`src/rtl/grid_pkg.sv`:
```
// Purpose: shared grid geometry, pixel byte value and FSM state encoding for grid_streamer.
// Latency: n/a (constants and types only).
// Backpressure: n/a.
package grid_pkg;

    localparam int         GRID_SIZE  = 28;
    localparam int         NUM_PIXELS = GRID_SIZE * GRID_SIZE;   // 784
    localparam logic [9:0] LAST_INDEX = 10'(NUM_PIXELS - 1);     // 783
    localparam logic [7:0] ON_VALUE   = 8'd255;

    typedef enum logic [2:0] {
        IDLE  = 3'd0,
        FETCH = 3'd1,
        WAIT  = 3'd2,
        SEND  = 3'd3,
        DONE  = 3'd4
    } state_t;

endpackage

```
`src/rtl/grid_streamer.sv`:
```
// Purpose: scans a GRID_SIZE x GRID_SIZE 1-bit pixel memory and streams one byte per pixel.
// Latency: 3 cycles per pixel minimum (FETCH, WAIT, SEND); a full frame takes 2352 cycles start-to-done.
// Backpressure: px_valid/px_ready; SEND holds data, index and last stable until the handshake.
//
// Ports:
//   CLOCK_50, resetn (async, active-low)
//   start / abort        : scan request pulse / scan termination
//   rd_addr, rd_data     : pixel memory read port, data valid one cycle after address
//   px_valid, px_ready, px_data, px_index, px_last : output pixel stream
//   busy, done, ink_count: status; ink_count = set pixels in the last completed frame
// Option: define GRID_STREAMER_INK_COUNT_EN to build the set-pixel counter;
//         otherwise ink_count is tied to zero.
module grid_streamer #(
    parameter int         GRID_SIZE = grid_pkg::GRID_SIZE,
    parameter logic [7:0] ON_VALUE  = grid_pkg::ON_VALUE
) (
    input  logic       CLOCK_50,
    input  logic       resetn,
    input  logic       start,
    input  logic       abort,
    output logic [9:0] rd_addr,
    input  logic       rd_data,
    output logic       px_valid,
    input  logic       px_ready,
    output logic [7:0] px_data,
    output logic [9:0] px_index,
    output logic       px_last,
    output logic       busy,
    output logic       done,
    output logic [9:0] ink_count
);
    import grid_pkg::*;

    localparam logic [9:0] LAST_IDX = 10'(GRID_SIZE * GRID_SIZE - 1);

    state_t     state;
    state_t     state_nxt;
    logic [9:0] index;
    logic [7:0] pix_q;
    logic       hshk;

    // Handshake only counts while abort is low: abort wins over the final beat.
    assign hshk = (state == SEND) && px_ready && !abort;

    always_ff @(posedge CLOCK_50 or negedge resetn) begin
        if (!resetn) begin
            state <= IDLE;
        end else begin
            state <= state_nxt;
        end
    end

    always_comb begin
        state_nxt = state;
        rd_addr   = 10'd0;
        px_valid  = 1'b0;
        px_last   = 1'b0;
        busy      = 1'b0;
        done      = 1'b0;
        case (state)
            IDLE: begin
                if (start && !abort) begin
                    state_nxt = FETCH;
                end
            end
            FETCH: begin
                rd_addr   = index;
                busy      = 1'b1;
                state_nxt = abort ? IDLE : WAIT;
            end
            WAIT: begin
                busy      = 1'b1;
                state_nxt = abort ? IDLE : SEND;
            end
            SEND: begin
                busy     = 1'b1;
                px_valid = 1'b1;
                px_last  = (index == LAST_IDX);
                if (abort) begin
                    state_nxt = IDLE;
                end else if (px_ready) begin
                    state_nxt = (index == LAST_IDX) ? DONE : FETCH;
                end
            end
            DONE: begin
                done      = 1'b1;
                state_nxt = IDLE;
            end
            default: begin
                state_nxt = IDLE;
            end
        endcase
    end

    // Index and pixel byte. Index stops at LAST_IDX; the frame ends there.
    always_ff @(posedge CLOCK_50 or negedge resetn) begin
        if (!resetn) begin
            index <= 10'd0;
            pix_q <= 8'd0;
        end else begin
            if (state == IDLE && start && !abort) begin
                index <= 10'd0;
            end
            if (state == WAIT && !abort) begin
                pix_q <= rd_data ? ON_VALUE : 8'd0;
            end
            if (hshk && index != LAST_IDX) begin
                index <= index + 10'd1;
            end
        end
    end

    assign px_data  = pix_q;
    assign px_index = index;

`ifdef GRID_STREAMER_INK_COUNT_EN
    logic [9:0] run_count;
    logic       px_set;
    logic [9:0] ink_q;

    // Running count is only published on DONE, so aborted or reset scans
    // never disturb the last completed frame's value.
    always_ff @(posedge CLOCK_50 or negedge resetn) begin
        if (!resetn) begin
            run_count <= 10'd0;
            px_set    <= 1'b0;
            ink_q     <= 10'd0;
        end else begin
            if (state == IDLE && start && !abort) begin
                run_count <= 10'd0;
            end
            if (state == WAIT) begin
                px_set <= rd_data;
            end
            if (hshk && px_set) begin
                run_count <= run_count + 10'd1;
            end
            if (state == DONE) begin
                ink_q <= run_count;
            end
        end
    end

    assign ink_count = ink_q;
`else
    assign ink_count = 10'd0;
`endif

endmodule
```
`config.mk`:
```
export PLATFORM = sky130hd
export DESIGN_NAME = grid_streamer
export DESIGN_NICKNAME = d
export VERILOG_FILES = /design/src/rtl/grid_pkg.sv /design/src/rtl/grid_streamer.sv
export SDC_FILE = /design/constraint.sdc
export NUM_CORES = 1
export LEC_CHECK = 0
export BUFFER_PORTS_ARGS = -buffer_cell sky130_fd_sc_hd__buf_2
export CAP_MARGIN = 20
export CORE_UTILIZATION = 29
export DETAILED_ROUTE_END_ITERATION = 12
export PLACE_DENSITY = 0.56
export SYNTH_ARGS = -nofsm -noshare
export SYNTH_HDL_FRONTEND = slang
export SYNTH_SLANG_ARGS = --single-unit
```
`constraint.sdc`:
```
create_clock -name CLOCK_50 -period 2.5 [get_ports CLOCK_50]
set_clock_uncertainty 0.1 [all_clocks]
set_input_delay 0.375 -clock CLOCK_50 [delete_from_list [all_inputs] [get_ports CLOCK_50]]
set_output_delay 0.375 -clock CLOCK_50 [all_outputs]
set_load 0.01 [all_outputs]
```
==> results of run 1 <==
## sequential cells by signal, summed over array words and instances (netlist names)
register  cells
state         3
px_index     10
px_data       1
## per-stage QoR
step / utilization, % / instances
floorplan: - / 126
global placement: 34.4 / 188
detailed placement: 34.4 / 188
CTS: 35.8 / 193
global route: 37.4 / 198
finish: 37.4 / 198
## final cells by class
cell class              count  area [µm²]
well taps                  46        57.6
repair buffers             44         240
flip-flops and latches     14         353
fillers                   368        2120
clock buffers               4        36.3
inverters                   1        3.75
multi-input cells          89         577
## placed cells by master, fill, tap and decap left out, drive strengths merged
master       instances
buf                 43
dfrtp               14
and2                11
conb                10
nand3                8
and3                 7
nand2                6
nor2                 6
nor3                 6
a211o                5
o21ai                5
a21oi                4
or3                  4
clkbuf               4
nor3b                3
nand4                2
or4                  1
and4bb               1
o311a                1
o311ai               1
and4                 1
inv                  1
mux2i                1
nor4b                1
mux2                 1
a31oi                1
a211oi               1
o32ai                1
ha                   1
dlygate4sd3          1
## power by group
part | switching [mW] | internal [mW] | leakage, nW
registers | 0.0557 | 0.257 | 0.187
clock network | 0.0757 | 0.0886 | 0.0210
logic | 0.177 | 0.129 | 0.476
total | 0.308 | 0.475 | 0.684
## worst max path at each step
stage,cells past startpoint,start,to
floorplan,3,px_index[5]$_DFFE_PN0P_,px_last
global placement,4,px_index[5]$_DFFE_PN0P_,px_last
detailed placement,4,px_index[4]$_DFFE_PN0P_,px_last
CTS,5,px_index[0]$_DFFE_PN0P_,px_last
global route,5,px_index[0]$_DFFE_PN0P_,px_last
finish,4,px_index[4]$_DFFE_PN0P_,px_last
## layer usage
| metal | up-vias | part of all wire [%] | GRT usage (%) |
|---|---|---|---|
| met5 | - | 0 | 0 |
| met4 | 0 | 0.24 | 1.90 |
| met3 | 2 | 7.1 | 4.76 |
| met2 | 51 | 44 | 20.7 |
| met1 | 444 | 49 | 17.8 |
| li1 | 465 | - | - |
## logic make-up after synthesis
kind of cell,share of synthesized area [%]
adder cells (fa/ha/maj),1.21
flip-flops,33.8
AND/OR/NAND/NOR,32.0
buffers and inverters,15.2
AO/OA/AOI/OAI,15.3
other,0.362
multiplexers,2.05
## worst register-to-register path, delay by kind of cell, from the launching register on
| kind | cells | cell delay (ns) |
|---|---|---|
| DFF | 1 | 0.45 |
| buffers and inverters | 1 | 0.16 |
| AOI/OAI and AO/OA | 2 | 0.81 |
| and+or+nand+nor | 2 | 0.66 |
## repair_timing
| item | CTS | global route |
|---|---|---|
| setup endpoints to repair | 0 | 1 |
| endpoints found under the hold margin | 14 | 0 |
| hold buffers | 1 | 0 |
| setup buffers | 0 | 5 |
| resized for setup | 0 | 5 |
==> metrics.md, run 1 <==
| Metric | Value |
|---|---|
| Post-Place Cell Area | 1170 µm² |
| Most frequent cell after synthesis | buf_4 |
| Hold EP | px_data[6]$_DFFE_PN0P_ |
| R2R Path End | px_index[4]$_DFFE_PN0P_ |
| Via count | between 900 and 1,000 |
| Tightest Pin Transition | 0.596 ns |
| Cells after Synth | 117 |
| CTS Buf Count | 3 |
| Residual overflow from global routing | 0 |
| Worst path bufs/invs | 1 |
| Worst hold-check path type | primary input to register |
| GP Congestion | 0.780 |
| Commonest cells post-synth | buf_4 (17), dfrtp_1 (14), and2_1 (11) |
| Design Area, Final | 1270 µm² |
| Sequential fraction of the synthesis area | about a third |
| Flops & latches, synth | 14 |
| Crit start category | register |
| Max-slew headroom | 60.2% |
| Worst Path Required | 2.03 ns |
| Clock Root Buffer | clkbuf_4 |
| Overall power | 0.783 mW |
| Final Max Tran Viols | 0 |
| Outcome | complete, no violations |
| CTS tree | done |
| Crit-path max FO | 6 |
| Crit Reg-Reg Startpoint | px_index[4]$_DFFE_PN0P_ |
| Largest stage delay, worst path | 0.55 ns |
| Leading area contributor after synthesis | dfrtp_1 |
| Critical Path, Cell by Cell | or4_4 > or3_4 > nor3_2 > buf_2 |
| Critical Path Slowest Stage Cell | or4_4 |
| Core Region | around 3400 µm² |
| Delay-heaviest family, CP | simple AND/OR/NAND/NOR gates |
| H-tree Lvls | 1 |
| Async S/R FF share, synth | 100% |
| Vias in the first global route | 785 |
| Synth area leaders | dfrtp_1 (34%), buf_4 (12%), and2_1 (6.6%) |
| Starting density of the core | a little under a third |
| Hold depth | 2 |
| Rows | 21 |
| Fin. Hold Viols | 0 |
| DRC errors left | 0 |
| CTS max path bufs | 2 |
| # clock sinks | 14 |
| Tmin final | 2.38 ns |
| Crit. End Element | primary output |
| Post-Syn Area | 1040 µm² |
| Worst R2R Path Depth | 5 |
| Hpwl dp | 1720 µm |
| Die Height | 61.8 µm |
| Hold Startpoint | rd_data |
| Leakage | 0.684 nW |
| Largest net degree at the start of global routing | 15 |
| Num ports | 48 |
| I/O Buffers | 37 |
| Die width | 61.8 µm |
| Pre-CTS setup slack | 0.351 ns |
| CP arrival | ~1.9 ns |
| Layout Nets | 160 |
| Die area | 3820 µm² |
| Share of the synthesized area in the top cell type | roughly 34% |
| Final setup margin | 0.121 ns |
| First-pass GRT wire length | ~3700 µm |
| Antenna Nets Post-Route | 0 |
| Area grow syn2layout | 22.3% |
| P per Cell Area | 618 nW/µm² |
| Ys flop type | dfrtp_1 |
| GRT Total Usage | 13.2% |
| Fmax | around 420 MHz |
| Worst-Skew Late Latency | ~0.28 ns |
| WL/cell | roughly 12 µm |
| Wirelength, routed | 2460 µm |
| Number of synthesized flops with an enable pin | 0 |
| Vias per cell | just under 5 |
| Clk slew on worst S/H paths | 0.09 ns |
| Setup-failing EPs final | 0 |
| Drt initial violations | between 80 and 90 |
| Hold Slack | 0.228 ns |
| Max cap viols | 0 |
| VDD IR max | 0.000236 V |
| Synth warn | 0 |
| Tcrit/Tclk final | between 90 and 100% |
| RSZ-0062 raised after global routing | no |
| Ant diodes | 0 |
| Setup CP Type | register to primary output |
| R2R Setup Slk | 0.21 ns |
| Final TNS setup | 0 ns |
| Unique masters post-synth | 31 |
| Mean Syn Cell Area | between 8 and 9 µm² |
| First-pass detailed-route iteration total | 4 |
| Initial antenna violation count | 0 |
| Share of cells above drive strength 1 | 38.2% |
No activity file was read; power rests on OpenSTA's default activity.
==> run 2, diff against run 1 <==
==> constraint.sdc (replaced) <==
create_clock -name CLOCK_50 -period 2.5 [get_ports CLOCK_50]
set_clock_uncertainty 0.1 [all_clocks]
set_input_delay 0.25 -clock CLOCK_50 [delete_from_list [all_inputs] [get_ports CLOCK_50]]
set_output_delay 0.25 -clock CLOCK_50 [all_outputs]
set_load 0.01 [all_outputs]
==> run 2 against run 1 <==
Worst setup slack better by 0.017 ns. Core utilization is 1.4 points lower. Critical path depth stayed put. Clock power is 4% higher. Sequential power hardly changed. Design area is 3.9% lower. Fmax is 0.71% higher. Register-to-register slack better by 0.14 ns. Routed wire length is 7.4% lower. Die area stayed put. Non-clock buffer count is 5 lower. Total power is 0.63% higher.
==> metrics.md, run 2 (synthesis results as in run 1) <==
| Metric | Value |
|---|---|
| First-pass GRT wire length | 3490 µm (-4.4%) |
| Residual overflow from global routing | 0 (unchanged) |
| Die Height | 61.8 µm (unchanged) |
| CTS tree | done |
| Share of cells above drive strength 1 | 34.0% (-4.1 points) |
| Layout Nets | 155 (-3.1%) |
| CTS Buf Count | 3 (unchanged) |
| CP arrival | 2.01 ns (+0.11 ns) |
| Vias per cell | 4.81 (-0.93%) |
| P per Cell Area | 647 nW/µm² (+4.7%) |
| Final TNS setup | 0 ns (unchanged) |
| # clock sinks | 14 (unchanged) |
| Outcome | complete, no violations |
| Antenna Nets Post-Route | 0 (unchanged) |
| RSZ-0062 raised after global routing | no |
| DRC errors left | 0 (unchanged) |
| Tightest Pin Transition | 0.571 ns (-0.0248 ns) |
| H-tree Lvls | 1 (unchanged) |
| Max cap viols | 0 (unchanged) |
| Clk slew on worst S/H paths | 0.09 ns (about the same) |
| Num ports | 48 (unchanged) |
| CTS max path bufs | 2 (unchanged) |
| Crit Reg-Reg Startpoint | px_index[5]$_DFFE_PN0P_ |
| Most common cell after layout, fill and taps aside | buf_2 |
| GP Congestion | 0.852 (+9.3%) |
| Post-Place Cell Area | 1170 µm² (unchanged) |
| Rows | 21 (unchanged) |
| Initial antenna violation count | 0 (unchanged) |
| Max reg flops | 10 (unchanged) |
| Worst hold-check path type | primary input to register |
| Crit start category | register |
| Crit. End Element | primary output |
| Drt initial violations | 52 (-39%) |
| WL/cell | 11.8 µm (-5.0%) |
| Hold Startpoint | rd_data |
| Design Area, Final | 1220 µm² (-3.9%) |
| Fin. Hold Viols | 0 (unchanged) |
| Setup-failing EPs final | 0 (unchanged) |
| Largest net degree at the start of global routing | 15 (unchanged) |
| First-pass detailed-route iteration total | 4 (unchanged) |
| Max-slew headroom | 61.8% (+1.7 points) |
| Final Max Tran Viols | 0 (unchanged) |
| Crit-path max FO | 8 (+2) |
| Starting density of the core | 30.6% (unchanged) |
| I/O Buffers | 37 (unchanged) |
| Ant diodes | 0 (unchanged) |
| GRT Total Usage | 12.7% (-0.49 points) |
| Most frequent cells in the layout | buf_2 (37), dfrtp_1 (13), and2_1 (11) |
| Core Region | 3390 µm² (unchanged) |
| Die width | 61.8 µm (unchanged) |
| Tcrit/Tclk final | 94.5% (-0.67 points) |
| Clock Root Buffer | clkbuf_4 |
| Setup CP Type | register to primary output |
| Via count | 929 (-3.4%) |
| Hold Slack | 0.0988 ns (-0.130 ns) |
| Worst-Skew Late Latency | 0.28 ns (about the same) |
| Post-CTS setup buffer count | 0 (unchanged) |
| Tmin final | 2.36 ns (-0.0167 ns) |
| Area grow syn2layout | 17.6% |
| Fillers | 360 (-2.2%) |
| Wirelength, routed | 2280 µm (-7.4%) |
| Hpwl dp | 1700 µm (-1.2%) |
| VDD IR max | 0.000354 V (+50%) |
| Overall power | 0.788 mW (+0.63%) |
| Seq. cell area | 352 µm² (-0.35%) |
| Worst Path Required | 2.15 ns (+0.12 ns) |
| Leakage | 0.656 nW (-4.1%) |
| Critical Path Start | px_index[5]$_DFFE_PN0P_ |
| Vias in the first global route | 744 (-5.2%) |
| Multi-input logic area | 567 µm² (-1.7%) |
| Fmax | 423 MHz (+0.71%) |
| Die area | 3820 µm² (unchanged) |
-- run 2: cell count changes in the layout (fill, tap and decap cells not counted), sizes merged --
cell / delta
buf: -5
-- run 2: cell type report --
class,instances,share of cell area [%]
Clock buffer,4,2.98
Timing Repair Buffer,39,16.6
Sequential cell,14,28.9
Tap cell,46,4.72
Multi-Input combinational cell,89,46.5
Inverter,1,0.308
-- run 2: where the power goes --
part / total (mW) / switching [mW] / leakage, nW / internal, mW
logic: 0.304 / 0.175 / 0.446 / 0.128
registers: 0.314 / 0.0566 / 0.189 / 0.257
clock network: 0.170 / 0.0815 / 0.0210 / 0.0886
total: 0.788 / 0.314 / 0.656 / 0.475
-- run 2: worst paths after layout --
path	endpoint	slack (ns)	cells past startpoint
max	px_last	0.14	4
min	px_data[6]$_DFFE_PN0P_	0.1	2
max reg2reg	px_index[2]$_DFFE_PN0P_	0.35	4
min in group asynchronous	px_index[1]$_DFFE_PN0P_	0.29	2
min reg2reg	px_index[9]$_DFFE_PN0P_	0.42	1
max in group asynchronous	px_index[4]$_DFFE_PN0P_	1.74	2
-- run 2: critical path: stages, from the launching register on --
cell,delay (ns)
dfrtp_1,0.45
or4_4,0.59
or3_1,0.38
nor3_1,0.15
buf_2,0.16
-- run 2: metrics by stage --
stage	setup slack [ns]	utilization, %	std cells
finish	0.137	36.0	193
global route	0.00262	36.0	193
CTS	0.121	35.8	193
detailed placement	0.350	34.4	188
global placement	0.408	34.4	188
floorplan	0.500	-	126
-- run 2: timing repair --
action / 4_1_cts / 5_1_grt
gates resized for setup: 0 / 2
endpoints found under the setup margin: 0 / 1
hold buffers: 1 / 0
endpoints found under the hold margin: 14 / 0
-- run 2: metal layers --
metal	GRT usage, %	vias up	share of wire (%)	wire length, µm
met5	0	-	0	0
met4	0.952	0	0	0
met3	4.14	0	6.6	150
met2	20.1	42	43	969
met1	17.7	432	51	1160
li1	-	455	-	-
